`config.mk`:
```
export PLATFORM = sky130hd
export DESIGN_NAME = uart_rx_flat
export DESIGN_NICKNAME = d
export VERILOG_FILES = /design/src/rtl/uart_pkg.sv /design/src/rtl/uart_rx_if.sv /design/src/rtl/uart_rx_fifo.sv /design/src/rtl/uart_rx.sv /design/src/flat_wrapper.sv
export SDC_FILE = /design/constraint.sdc
export NUM_CORES = 1
export LEC_CHECK = 0
export CAP_MARGIN = 20
export CORE_UTILIZATION = 55
export DETAILED_ROUTE_END_ITERATION = 10
export DONT_BUFFER_PORTS = 1
export HOLD_SLACK_MARGIN = 0.06
export PLACE_DENSITY = 0.83
export SYNTH_ARGS = -nofsm -noshare
export SYNTH_HDL_FRONTEND = slang
export SYNTH_SLANG_ARGS = --single-unit
```
`constraint.sdc`:
```
create_clock -name clk12MHz -period 1.7 [get_ports clk12MHz]
set_input_delay 0 -clock clk12MHz [delete_from_list [all_inputs] [get_ports clk12MHz]]
set_output_delay 0 -clock clk12MHz [all_outputs]
set_load 0.05 [all_outputs]
```
`src/rtl/uart_pkg.sv`:
```
// Shared UART definitions: receiver state encoding, data width and the
// clock-divider helper used by both the receiver and the transmitter.
package uart_pkg;

    localparam int UART_DATA_BITS = 8;

    typedef enum logic [1:0] {
        IDLE  = 2'd0,
        START = 2'd1,
        DATA  = 2'd2,
        STOP  = 2'd3
    } uart_rx_state_t;

    // Clocks per bit, truncated.
    function automatic int uart_div(input int clk_hz, input int baud);
        return clk_hz / baud;
    endfunction

endpackage

```
`src/rtl/uart_rx_if.sv`:
```
// Receive-side bus interface between uart_rx and the CPU bus decoder.
//
// Handshake: recvValid=1 means recvData holds an unconsumed byte and
// recvData stays stable while recvValid=1. The consumer pulses recvAck to
// take the byte; recvAck has no effect in a cycle where recvValid=0.
// frameError and overrun are single-cycle status pulses from the receiver.
interface uart_rx_if;
    import uart_pkg::*;

    logic [UART_DATA_BITS-1:0] recvData;
    logic                      recvValid;
    logic                      recvAck;
    logic                      frameError;
    logic                      overrun;

    modport master (
        output recvData,
        output recvValid,
        output frameError,
        output overrun,
        input  recvAck
    );

    modport slave (
        input  recvData,
        input  recvValid,
        input  frameError,
        input  overrun,
        output recvAck
    );

endinterface

```
`src/rtl/uart_rx_fifo.sv`:
```
// Small receive FIFO used when UART_RX_FIFO_EN is defined. A push on a full
// FIFO is accepted only when a pop happens in the same cycle.
module uart_rx_fifo #(
    parameter int DEPTH = 4,
    parameter int W     = 8
) (
    input  logic         clk,
    input  logic         resetn,
    input  logic         push,
    input  logic [W-1:0] din,
    input  logic         pop,
    output logic [W-1:0] dout,
    output logic         empty,
    output logic         full
);
    localparam int AW = (DEPTH > 1) ? $clog2(DEPTH) : 1;
    localparam int CW = $clog2(DEPTH + 1);

    logic [W-1:0]  mem [DEPTH];
    logic [AW-1:0] wr_ptr;
    logic [AW-1:0] rd_ptr;
    logic [CW-1:0] count;
    logic          do_pop;
    logic          do_push;

    assign empty   = (count == '0);
    assign full    = (count == CW'(DEPTH));
    assign do_pop  = pop && !empty;
    assign do_push = push && (!full || do_pop);
    assign dout    = mem[rd_ptr];

    // Storage, pointers and occupancy count.
    always_ff @(posedge clk or negedge resetn) begin
        if (!resetn) begin
            for (int i = 0; i < DEPTH; i++) mem[i] <= '0;
            wr_ptr <= '0;
            rd_ptr <= '0;
            count  <= '0;
        end else begin
            if (do_push) begin
                mem[wr_ptr] <= din;
                wr_ptr      <= (wr_ptr == AW'(DEPTH - 1)) ? '0 : wr_ptr + AW'(1);
            end
            if (do_pop) begin
                rd_ptr <= (rd_ptr == AW'(DEPTH - 1)) ? '0 : rd_ptr + AW'(1);
            end
            case ({do_push, do_pop})
                2'b10:   count <= count + CW'(1);
                2'b01:   count <= count - CW'(1);
                default: count <= count;
            endcase
        end
    end

endmodule

```
`src/rtl/uart_rx.sv`:
```
// 8N1 asynchronous receiver, LSB first, mid-bit sampling.
// Build option UART_RX_FIFO_EN: replaces the single holding register with a
// 4-entry uart_rx_fifo (overrun then only when the FIFO is full).
module uart_rx
    import uart_pkg::*;
#(
    parameter int CLK_HZ = 12_000_000,
    parameter int BAUD   = 115200
) (
    input  logic           clk12MHz,
    input  logic           resetn,
    input  logic           rx,
    uart_rx_if.master      bus,
    output uart_rx_state_t dbg_state
);
    localparam int DIV = uart_div(CLK_HZ, BAUD);
    localparam int CW  = $clog2(DIV);
    localparam logic [CW-1:0] CNT_HALF = CW'(DIV / 2 - 1);
    localparam logic [CW-1:0] CNT_FULL = CW'(DIV - 1);

    logic rx_s1, rx_s2, rx_prev;

    uart_rx_state_t            state, state_next;
    logic [CW-1:0]             cnt;
    logic [2:0]                bit_idx;
    logic [UART_DATA_BITS-1:0] shreg;

    logic cnt_zero;
    logic load_half, load_full, shift_bit, deliver, frame_err;

    assign cnt_zero  = (cnt == '0);
    assign dbg_state = state;

    // Two-flop synchronizer plus previous-value flop for edge detection.
    always_ff @(posedge clk12MHz or negedge resetn) begin
        if (!resetn) begin
            rx_s1   <= 1'b1;
            rx_s2   <= 1'b1;
            rx_prev <= 1'b1;
        end else begin
            rx_s1   <= rx;
            rx_s2   <= rx_s1;
            rx_prev <= rx_s2;
        end
    end

    // State register.
    always_ff @(posedge clk12MHz or negedge resetn) begin
        if (!resetn) state <= IDLE;
        else         state <= state_next;
    end

    // Next state and datapath controls.
    always_comb begin
        state_next = state;
        load_half  = 1'b0;
        load_full  = 1'b0;
        shift_bit  = 1'b0;
        deliver    = 1'b0;
        frame_err  = 1'b0;
        case (state)
            IDLE: begin
                if (rx_prev && !rx_s2) begin
                    state_next = START;
                    load_half  = 1'b1;
                end
            end
            START: begin
                if (cnt_zero) begin
                    if (!rx_s2) begin
                        state_next = DATA;
                        load_full  = 1'b1;
                    end else begin
                        state_next = IDLE;   // glitch, not a real start bit
                    end
                end
            end
            DATA: begin
                if (cnt_zero) begin
                    shift_bit = 1'b1;
                    load_full = 1'b1;
                    if (bit_idx == 3'(UART_DATA_BITS - 1)) state_next = STOP;
                end
            end
            STOP: begin
                if (cnt_zero) begin
                    state_next = IDLE;
                    if (rx_s2) deliver   = 1'b1;
                    else       frame_err = 1'b1;
                end
            end
            default: state_next = IDLE;
        endcase
    end

    // Bit timer, bit index and shift register.
    always_ff @(posedge clk12MHz or negedge resetn) begin
        if (!resetn) begin
            cnt     <= '0;
            bit_idx <= '0;
            shreg   <= '0;
        end else begin
            if (load_half)       cnt <= CNT_HALF;
            else if (load_full)  cnt <= CNT_FULL;
            else if (!cnt_zero)  cnt <= cnt - CW'(1);

            if (state == START)  bit_idx <= '0;
            else if (shift_bit)  bit_idx <= bit_idx + 3'd1;

            if (shift_bit) shreg <= {rx_s2, shreg[UART_DATA_BITS-1:1]};
        end
    end

    // Framing error pulse, aligned with the cycle recvValid would rise.
    always_ff @(posedge clk12MHz or negedge resetn) begin
        if (!resetn) bus.frameError <= 1'b0;
        else         bus.frameError <= frame_err;
    end

`ifdef UART_RX_FIFO_EN
    logic fifo_empty, fifo_full;

    uart_rx_fifo #(
        .DEPTH (4),
        .W     (UART_DATA_BITS)
    ) u_fifo (
        .clk    (clk12MHz),
        .resetn (resetn),
        .push   (deliver),
        .din    (shreg),
        .pop    (bus.recvAck),
        .dout   (bus.recvData),
        .empty  (fifo_empty),
        .full   (fifo_full)
    );

    assign bus.recvValid = !fifo_empty;

    // Overrun only when a byte completes into a full FIFO with no pop.
    always_ff @(posedge clk12MHz or negedge resetn) begin
        if (!resetn) bus.overrun <= 1'b0;
        else         bus.overrun <= deliver && fifo_full && !bus.recvAck;
    end
`else
    // Single holding register with valid/ack handshake.
    always_ff @(posedge clk12MHz or negedge resetn) begin
        if (!resetn) begin
            bus.recvData  <= '0;
            bus.recvValid <= 1'b0;
            bus.overrun   <= 1'b0;
        end else begin
            bus.overrun <= 1'b0;
            if (deliver) begin
                if (!bus.recvValid || bus.recvAck) begin
                    bus.recvData  <= shreg;
                    bus.recvValid <= 1'b1;
                end else begin
                    bus.overrun <= 1'b1;   // keep the old byte, drop the new
                end
            end else if (bus.recvAck && bus.recvValid) begin
                bus.recvValid <= 1'b0;
            end
        end
    end
`endif

endmodule

```
`src/flat_wrapper.sv`:
```
// flat-port wrapper written by rule: the top's interface ports become plain ports
module uart_rx_flat import uart_pkg::*;
#(
    parameter int CLK_HZ = 12_000_000,
    parameter int BAUD   = 115200
)
  (clk12MHz, resetn, rx, dbg_state, bus_recvData, bus_recvValid, bus_frameError, bus_overrun, bus_recvAck);
  uart_rx_if bus_i ();
  input  logic clk12MHz;
  input  logic resetn;
  input  logic rx;
  output uart_rx_state_t dbg_state;
  output wire logic [$bits(bus_i.recvData)-1:0] bus_recvData;
  output wire logic [$bits(bus_i.recvValid)-1:0] bus_recvValid;
  output wire logic [$bits(bus_i.frameError)-1:0] bus_frameError;
  output wire logic [$bits(bus_i.overrun)-1:0] bus_overrun;
  input wire logic [$bits(bus_i.recvAck)-1:0] bus_recvAck;
  assign bus_recvData = bus_i.recvData;
  assign bus_recvValid = bus_i.recvValid;
  assign bus_frameError = bus_i.frameError;
  assign bus_overrun = bus_i.overrun;
  assign bus_i.recvAck = bus_recvAck;
  uart_rx #(.CLK_HZ(CLK_HZ), .BAUD(BAUD)) u_core (.clk12MHz(clk12MHz), .resetn(resetn), .rx(rx), .bus(bus_i), .dbg_state(dbg_state));
endmodule
```
==> results.json, run 1 <==
{
  "die_w_um": 54.4,
  "grt_pass1_wl_mm": 5.00,
  "fin_crit_sh_pct": 100,
  "p_per_area_mw_per_mm2": 1440,
  "netlist_area_mm2": 0.00151,
  "seq_area_frac_synth_pct": 56.5,
  "worst_pin_slew_ns": 0.484,
  "grt_max_degree": 35,
  "p_leak_nw": 0.906,
  "synth_top_area_cell": "dfrtp_1",
  "viasPerCell": 5.73,
  "critPathRequiredTime_ns": 1.93,
  "drv_slew": 0,
  "root_buffer": "clkbuf_4",
  "first_global_vias": 1053,
  "drt_iter0_drc": 14,
  "finalCriticalPeriod_ns": 1.70,
  "initial_core_util_pct": 59.4,
  "peakVddDrop_v": 0.00112,
  "wl_per_cell_um": 17.3,
  "pwr-share-clk_pct": 16.8,
  "cts_buffers": 5,
  "drc": 0,
  "slowest_delay_ns": 0.44,
  "synth_top_area_share_pct": 51.3,
  "fill_cells": 150,
  "vias": 1042,
  "violations": "setup timing",
  "cp_max_fo": 4,
  "reg2reg_slack_ns": -0.004,
  "synth_top_flop_cell": "dfrtp_1",
  "rsz0062_at_grt": "yes",
  "antenna_found_initial": 0,
  "path_delay_family": "flip-flops",
  "synth_warnings": 0,
  "path_buf_inv": 2,
  "clk_pin_slew_ns": 0.11,
  "crit_path_cell_trace": "inv_2 -> buf_4 -> ha_1 -> nor2b_1 -> a211oi_2 -> mux2_2",
  "internal_power_w": 0.00175,
  "setup_viol": 1,
  "end_kind": "flop",
  "die_area_mm2": 0.00296,
  "crit_type": "reg2reg",
  "cp.arrival_ns": 1.93,
  "relSlewSlack_pct": 67.7,
  "startpoint_type": "flop",
  "track_usage_pct": 25.4,
  "clock-sinks": 34,
  "rr_startpoint": "u_core.dbg_state[0]$_DFFE_PN0P_",
  "power_w": 0.00274,
  "hold_ws_ns": 0.0995,
  "nNetsFinal": 162,
  "cts_max_level": 2,
  "setup_slack_ns": -0.00393,
  "synth_cells": 119,
  "power.share.switching_pct": 36.2,
  "fmax_mhz": 587,
  "dp_hpwl_mm": 2.15,
  "ios": 17,
  "power.switching_w": 0.000994,
  "cts_tree": "built",
  "hold_viol": 0,
  "areaGrowthSynthToFinish_pct": 26.3,
  "wl_mm": 3.16,
  "crit_slowest_cell": "dfrtp_2",
  "portBuffers": 0,
  "synth_nets": 130,
  "avgSynthCellArea_um2": 12.7,
  "synth_edf_count": 0,
  "maxCapViolCount": 0,
  "ant_nets": 0,
  "synth_cell_types": 32,
  "firstDrtPassIters": 4,
  "finalClockSkew_ns": 0.0119,
  "fp-row-count": 18,
  "yosys_register_bits": 34,
  "n_antenna_cell": 0,
  "core_area_mm2": 0.00254,
  "grt_remaining_overflow": 0,
  "synthTopCellsByArea": "dfrtp_1 (51%), mux2_2 (13%), ha_1 (5.8%)",
  "clk_path_buf_depth": 2,
  "drive_gt1_share_pct": 46.7,
  "seq_area_um2": 857,
  "die_h_um": 54.4,
  "combPwrFrac_pct": 44.1,
  "multi_input_area_um2": 714,
  "min_path_type": "in2async",
  "r2r_cells": 6,
  "postSynth.asyncResetShare_pct": 100,
  "ys_top_cells_by_count": "dfrtp_1 (31), mux2_2 (17), nand2_1 (9)",
  "outcome": "finished with violations",
  "clk_latency_ns": 0.33,
  "synth_most_common_cell": "dfrtp_1",
  "place_congestion": 0.867,
  "crit_start": "u_core.dbg_state[0]$_DFFE_PN0P_",
  "pwr-share-seq_pct": 39.1
}
==> worst reg2reg max path: cells and delay by family, from the launching register on <==
kind | cells | cell delay [ns]
AO/OA/AOI/OAI | 1 | 0.21
adder cells (fa/ha/maj) | 1 | 0.21
buffers and inverters | 2 | 0.21
flip-flops | 1 | 0.44
multiplexers | 1 | 0.36
AND/OR/NAND/NOR | 1 | 0.16
==> power by group through the flow <==
stage	sequential (W)	clock, W	combinational, W
3_3_place_gp	0.00105	0	0.000875
5_1_grt	0.00109	0.000508	0.00131
6_report	0.00107	0.000461	0.00121
3_5_place_dp	0.00106	0	0.000935
2_1_floorplan	0.00113	0	0.000500
4_1_cts	0.00107	0.000476	0.00110
==> logic make-up (layout without fill, tap and decap cells) <==
logic type	after synthesis	count (layout)	synth area share, %
simple gates	36	36	14.6
flops	34	34	56.5
mux	17	17	12.7
compound gates	15	15	6.12
fa+ha+maj	7	7	5.79
buf+inv	6	39	2.07
xor+xnor	4	4	2.32
==> sequential cells by signal, indices dropped and copies added (netlist names), 3 cells and up, named ones only <==
register and count:
u_core.bus.recvData 8, u_core.cnt 7, u_core.shreg 8, u_core.bit_idx 3
==> final cells by class <==
type | instances | area share, %
well taps | 30 | 1.96
clock buffers | 7 | 2.88
flip-flops and latches | 34 | 44.9
repair buffers | 27 | 11.9
multi-input cells | 79 | 37.4
clock inverters | 1 | 0.262
inverters | 4 | 0.786
==> per-stage QoR <==
step	util [%]	setup slack (ns)	cell area, um^2	cells	TNS, ns
2_1_floorplan	-	-0.151	1540	119	-0.515
3_3_place_gp	66.5	-0.0123	1690	165	-0.0205
3_5_place_dp	66.5	-0.0870	1690	165	-0.793
4_1_cts	73.7	-0.0308	1880	179	-0.0723
5_1_grt	75.1	-0.110	1910	182	-0.366
6_report	75.1	-0.00393	1910	182	-0.00393
==> cells in the final DEF (no fill, tap or decap), types with 2 or more instances in the layout <==
cell type	n
nand2_1	9
dfrtp_1	29
ha_4	3
nand3_1	4
dfrtp_2	2
a21oi_2	2
o21ai_0	2
a21oi_1	4
inv_2	3
nor3_1	3
dfstp_2	3
xor2_1	3
dlygate4sd3_1	3
clkbuf_4	5
nor2_1	4
mux2_2	16
nor2b_1	2
buf_4	22
or3_1	2
ha_1	4
==> what timing repair did <==
item / in CTS / in global routing
hold buffers: 4 / 0
gates resized for setup: 15 / 4
pin swaps: 6 / 3
setup endpoints to repair: 16 / 15
hold endpoints to repair: 37 / 0
setup buffers: 2 / 3
==> how the worst max path moves through the flow <==
stage	endpoint	slack [ns]	cells after the start
floorplan	flop	-0.15	6
global placement	u_core.cnt[3]$_DFFE_PN0P_	-0.01	7
detailed placement	u_core.cnt[3]$_DFFE_PN0P_	-0.09	7
CTS	flop	-0.03	6
global route	flop	-0.11	6
finish	flop	-0.004	6
==> metal layers <==
| metal | track usage, % | part of all wire (%) | vias up |
|---|---|---|---|
| met5 | 0 | 0 | - |
| met4 | 12.4 | 1.9 | 0 |
| met3 | 6.67 | 3.5 | 9 |
| met2 | 42.7 | 52 | 24 |
| met1 | 30.1 | 42 | 527 |
| li1 | - | - | 482 |
Note: power is estimated with default switching activity, not from simulation.
==> run 2: changes to the inputs <==
Settings changed: CORE_UTILIZATION 55 to 33, PLACE_DENSITY 0.83 to 0.58.
==> run 2 against run 1 <==
Non-clock buffer count grew 4. Highest routed layer unchanged. Sequential cell count did not move. Sequential share of layout area shrank 1.4 points. Via count decreased by 1.9%. Clock power rose by 30%. Hold slack better by 0.060 ns. Utilization is 30 points lower. Power up 3.3%. The flow now finishes without violations. Cell area rose by 3.4%. Worst setup slack improved by 0.025 ns. First-iteration DRC count rose by 64%. Critical path depth fell by 1.
==> results.json, run 2 (same netlist as run 1, synthesis figures left out) <==
{
  "clk_pin_slew_ns": 0.07,
  "finalClockSkew_ns": 0.00765,
  "drt_iter0_drc": 23,
  "grt_max_degree": 35,
  "pwr-share-clk_pct": 21.1,
  "drc": 0,
  "die_w_um": 69.7,
  "areaGrowthSynthToFinish_pct": 30.6,
  "wl_mm": 2.87,
  "antenna_found_initial": 0,
  "ant_nets": 0,
  "pwr-share-seq_pct": 37.2,
  "fp-row-count": 24,
  "vias": 1022,
  "fill_cells": 405,
  "power_w": 0.00284,
  "cts_tree": "built",
  "place_congestion": 0.769,
  "track_usage_pct": 12.9,
  "grt_pass1_wl_mm": 4.95,
  "n_antenna_cell": 0,
  "wl_per_cell_um": 13.8,
  "die_h_um": 69.7,
  "crit_type": "reg2reg",
  "root_buffer": "clkbuf_8",
  "firstDrtPassIters": 4,
  "power.switching_w": 0.000959,
  "critPathRequiredTime_ns": 1.87,
  "setup_slack_ns": 0.0212,
  "first_global_vias": 1123,
  "drive_gt1_share_pct": 48.1,
  "maxCapViolCount": 0,
  "viasPerCell": 4.91,
  "worst_pin_slew_ns": 0.507,
  "finalInstanceArea_mm2": 0.00198,
  "fin_crit_sh_pct": 98.8,
  "startpoint_type": "flop",
  "final_cell_mix": "dfrtp_1 (28), buf_4 (27), mux2_2 (16), nand2_1 (9), clkbuf_8 (6)",
  "core_area_mm2": 0.00438,
  "ios": 17,
  "rsz0062_at_grt": "yes",
  "outcome": "completed",
  "internal_power_w": 0.00188,
  "end_kind": "flop",
  "cp_max_fo": 6,
  "clk_latency_ns": 0.28,
  "peakVddDrop_v": 0.000668,
  "cts_max_level": 2,
  "p_per_area_mw_per_mm2": 1440,
  "hold_viol": 0,
  "cts_buffers": 5,
  "initial_core_util_pct": 34.5,
  "layout.cells.most_common": "dfrtp_1",
  "dpl_cell_area_mm2": 0.00176,
  "cp.arrival_ns": 1.85,
  "dp_hpwl_mm": 2.00,
  "grt_remaining_overflow": 0,
  "combPwrFrac_pct": 41.8,
  "die_area_mm2": 0.00486,
  "finalCriticalPeriod_ns": 1.68,
  "setup_viol": 0,
  "multi_input_area_um2": 693,
  "power.share.switching_pct": 33.8,
  "clk_path_buf_depth": 2,
  "p_leak_nw": 0.933,
  "min_path_type": "in2async",
  "clock-sinks": 34,
  "nNetsFinal": 166,
  "seq_area_um2": 858,
  "place_ws_ns": -0.0845,
  "fmax_mhz": 596,
  "relSlewSlack_pct": 66.2,
  "reg.largest.list": "u_core.bus.recvData: 8 flops, u_core.shreg: 8 flops, u_core.cnt: 7 flops",
  "drv_slew": 0,
  "portBuffers": 0
}
run 2: cell types whose count changed in the layout (fill, tap and decap cells not counted), sizes merged:
cell,before,now
buf,24,28
run 2: repair_timing:
item,4_1_cts,5_1_grt
setup buffers,1,3
resized for setup,5,10
setup endpoints to repair,13,22
pin swaps,3,3
hold buffers,4,0
hold endpoints to repair,37,0
gates cloned,0,0
run 2: critical path: stages (launching register included):
cell      delay, ns
dfrtp_2        0.45
ha_4           0.20
nor4b_2        0.22
a21oi_1        0.14
a211oi_2       0.21
mux2_2         0.35
run 2: final timing paths:
kind / endpoint / start / cells past startpoint / slack, ns
min: u_core.cnt[6]$_DFFE_PN0P_ / resetn / 2 / 0.16
min reg2reg: u_core.rx_s2$_DFF_PN1_ / u_core.rx_s1$_DFF_PN1_ / 0 / 0.36
min in group clk12MHz: u_core.rx_s1$_DFF_PN1_ / rx / 1 / 0.27
max in group asynchronous: u_core.rx_s2$_DFF_PN1_ / resetn / 2 / 1.29
max reg2reg: flop / flop / 5 / 0.02
max: flop / flop / 5 / 0.02
run 2: stage by stage:
stage,util (%),hold WS [ns],cells,TNS [ns]
finish,45.1,0.159,208,0
floorplan,-,-0.296,119,-0.515
CTS,43.9,0.167,205,-0.0864
global placement,40.1,-0.294,192,-0.503
detailed placement,40.1,-0.294,192,-0.548
global route,45.1,0.179,208,-0.301
run 2: power groups by stage:
stage	Sequential, W	Combinational [W]	Clock (W)
floorplan	0.00113	0.000500	0
global placement	0.00104	0.000975	0
detailed placement	0.00106	0.000998	0
CTS	0.00104	0.00108	0.000622
global route	0.00107	0.00131	0.000652
finish	0.00105	0.00118	0.000598
run 2: layout make-up:
class	instances	area share, %
Tap cell	52	3.29
Clock buffer	7	4.37
Sequential cell	34	43.4
Inverter	4	0.760
Clock inverter	1	0.253
Timing Repair Buffer	31	12.8
Multi-Input combinational cell	79	35.1
run 2: per-layer routing:
metal  routed length [um]  track usage, %  part of all wire [%]  vias up
met5                    0               0                     0        -
met3                  138            4.22                   4.8        4
li1                     -               -                     -      485
met2                 1430            21.8                    50       17
met4                   31            4.67                   1.1        0
met1                 1270            15.5                    44      516
==> run 3: changes to the inputs <==
Settings changed: ABC_AREA set to 1, CORE_UTILIZATION 33 to 25, PLACE_DENSITY 0.58 to 0.5.
==> run 3 against run 2 <==
Cell area fell by 3.2%. Critical path depth rose by 3. Die area rose by 38%. Register-to-register slack improved by 0.14 ns. Fmax rose by 9.4%. Clock power rose by 29%. Count of clock-buffer cells in the layout did not move.
==> results.json, run 3 <==
{
  "outcome": "completed",
  "synth_top_area_cell": "dfrtp_1",
  "critPathRequiredTime_ns": 1.88,
  "grt_pass1_wl_mm": 5.28,
  "viasPerCell": 4.29,
  "finalCriticalPeriod_ns": 1.54,
  "setup_viol": 0,
  "rsz0062_at_grt": "no",
  "grtUsageMet3_pct": 5.44,
  "synth_warnings": 0,
  "cp.arrival_ns": 1.71,
  "synth_top_flop_cell": "dfrtp_1",
  "grt.busiest_layer": "met2",
  "synth_most_common_cell": "nand2_1",
  "reg2reg_slack_ns": 0.16,
  "root_buffer": "clkbuf_8",
  "wl_per_cell_um": 11.7,
  "die_h_um": 81.9,
  "clk_pin_slew_ns": 0.07,
  "ios": 17,
  "initial_core_util_pct": 26.5,
  "clk_latency_ns": 0.28,
  "netlist_area_mm2": 0.00159,
  "muxShareOfSynthArea_pct": 0,
  "worst_pin_slew_ns": 0.479,
  "end_kind": "flop",
  "fmax_mhz": 651,
  "crit_type": "reg2reg",
  "maxCapViolCount": 0,
  "die_w_um": 81.9,
  "n_antenna_cell": 0,
  "synth_compound_area_share_pct": 4.08,
  "hold_viol": 0,
  "avgSynthCellArea_um2": 8.96,
  "fp-row-count": 28,
  "p_per_area_mw_per_mm2": 1330,
  "drv_slew": 0,
  "synthSimpleGateAreaFrac_pct": 29.7,
  "synth_top_family_by_area": "simple AND/OR/NAND/NOR gates",
  "min_path_type": "in2reg",
  "synthTopCellsByArea": "dfrtp_1 (49%), nand2_1 (14%), ha_1 (5.5%)",
  "internal_power_w": 0.00168,
  "postSynth.asyncResetShare_pct": 100,
  "die_area_mm2": 0.00670,
  "pwr-share-seq_pct": 39.5,
  "drive_gt1_share_pct": 19.7,
  "grt_remaining_overflow": 0,
  "fin_crit_sh_pct": 90.3,
  "wl_mm": 3.21,
  "peakVddDrop_v": 0.000398,
  "portBuffers": 0,
  "synth_nets": 189,
  "slowest_delay_ns": 0.38,
  "cts_tree": "built",
  "core_area_mm2": 0.00603,
  "drc": 0,
  "areaGrowthSynthToFinish_pct": 19.9,
  "setup_tns_ns": 0,
  "relSlewSlack_pct": 68.1,
  "antenna_found_initial": 0,
  "first_global_vias": 1116,
  "crit_top_cell": "nand2_1",
  "clk_path_buf_depth": 2,
  "p_leak_nw": 0.999,
  "startpoint_type": "flop",
  "clock-sinks": 34,
  "seq_area_um2": 856,
  "final_util_pct": 31.7,
  "track_usage_pct": 10.8,
  "multi_input_area_um2": 644,
  "power.switching_w": 0.000866,
  "synth_xor_area_share_pct": 1.10,
  "finalClockSkew_ns": 0.00127,
  "cts_max_level": 2,
  "synth_cells": 178,
  "drt_iter0_drc": 43,
  "r2r_cells": 8,
  "fill_cells": 655,
  "dp_hpwl_mm": 2.29,
  "grt_max_degree": 35,
  "gr-usage-met1_pct": 13.9,
  "layout.cells.most_common": "nand2_1",
  "ant_nets": 0,
  "holdPathStages": 4,
  "yosys_register_bits": 34,
  "combPwrFrac_pct": 30.3,
  "yosys.area_share.adder_pct": 5.49,
  "reg.largest.list": "u_core.bus.recvData: 8 flops, u_core.shreg: 8 flops, u_core.cnt: 7 flops",
  "crit_path_cell_trace": "inv_1 -> ha_1 -> buf_4 -> nand2_1 -> nor2_2 -> nand4_2 -> nand2_1 -> nand2_1",
  "synth_edf_count": 0,
  "cts_buffers": 5,
  "synth_top_area_share_pct": 48.7,
  "vias": 1171,
  "seq_area_frac_synth_pct": 53.6,
  "pwr-share-clk_pct": 30.3,
  "synth_cell_types": 25,
  "power.share.switching_pct": 34.1,
  "nNetsFinal": 208,
  "final_cell_mix": "nand2_1 (60), dfrtp_1 (30), inv_1 (14), buf_4 (13), nor2_1 (12)",
  "ys_top_cells_by_count": "nand2_1 (60), dfrtp_1 (31), inv_1 (14)",
  "place_congestion": 0.754,
  "crit_slowest_cell": "dfrtp_1",
  "grt_util_met2_pct": 15.6,
  "firstDrtPassIters": 4,
  "cp_max_fo": 8
}
## run 3: cell families (layout without fill, tap and decap cells)
family / after synthesis / in the layout
simple gates: 101 / 101
compound gates: 13 / 13
buf+inv: 21 / 41
fa+ha+maj: 7 / 7
flops: 34 / 34
xor+xnor: 2 / 2
## run 3: worst paths after layout
path,from,to
setup / recovery,u_core.cnt[0]$_DFFE_PN0P_,u_core.bus.recvData[4]$_DFFE_PN0P_
hold / removal,bus_recvAck,u_core.bus.recvValid$_DFFE_PN0P_
setup reg to reg,u_core.cnt[0]$_DFFE_PN0P_,u_core.bus.recvData[4]$_DFFE_PN0P_
hold reg to reg,u_core.rx_s1$_DFF_PN1_,u_core.rx_s2$_DFF_PN1_
max in group asynchronous,resetn,u_core.rx_prev$_DFF_PN1_
min in group asynchronous,resetn,u_core.cnt[5]$_DFFE_PN0P_
## run 3: final cells by class
class	instances	area share (%)
Inverter	17	3.34
Sequential cell	34	44.8
Clock inverter	1	1.57
Multi-Input combinational cell	123	33.7
Tap cell	75	4.91
Timing Repair Buffer	16	7.20
Clock buffer	7	4.52
## run 3: layer usage
metal  wire, um  up-vias  share of wire [%]
met1       1590      545                 50
met2       1380       17                 43
met5          0        -                  0
met3        206        5                6.4
li1           -      604                  -
met4         28        0               0.87
## run 3: per-stage QoR
stage                     std cells  worst slack, ns  cell area, um^2  total power [W]  hold slack, ns
after floorplan                 178           0.0366             1600          0.00156          -0.296
after global placement          262            0.170             1760          0.00175          -0.294
after detailed placement        262            0.147             1760          0.00177          -0.294
after CTS                       273            0.142             1910          0.00258           0.122
after global routing            273           0.0143             1910          0.00271           0.160
final                           273            0.165             1910          0.00254           0.123
## run 3: timing repair
item | CTS | global route
hold endpoints to repair | 35 | 0
hold buffers | 3 | 0
endpoints found under the setup margin | 0 | 0
gates resized for setup | 0 | 0
buffers inserted | 0 | 0
## run 3: worst max-delay path: cells and delay by family, from the launching register on
kind / cells / cell delay (ns)
flip-flops: 1 / 0.38
buffers and inverters: 2 / 0.22
AND/OR/NAND/NOR: 5 / 0.63
adder cells (fa/ha/maj): 1 / 0.19
## run 3: power by group through the flow
stage	registers, W	logic, W	clock network, W
floorplan	0.00108	0.000486	0
global placement	0.00102	0.000738	0
detailed placement	0.00102	0.000748	0
CTS	0.00100	0.000778	0.000795
global route	0.00102	0.000865	0.000827
finish	0.00100	0.000769	0.000769
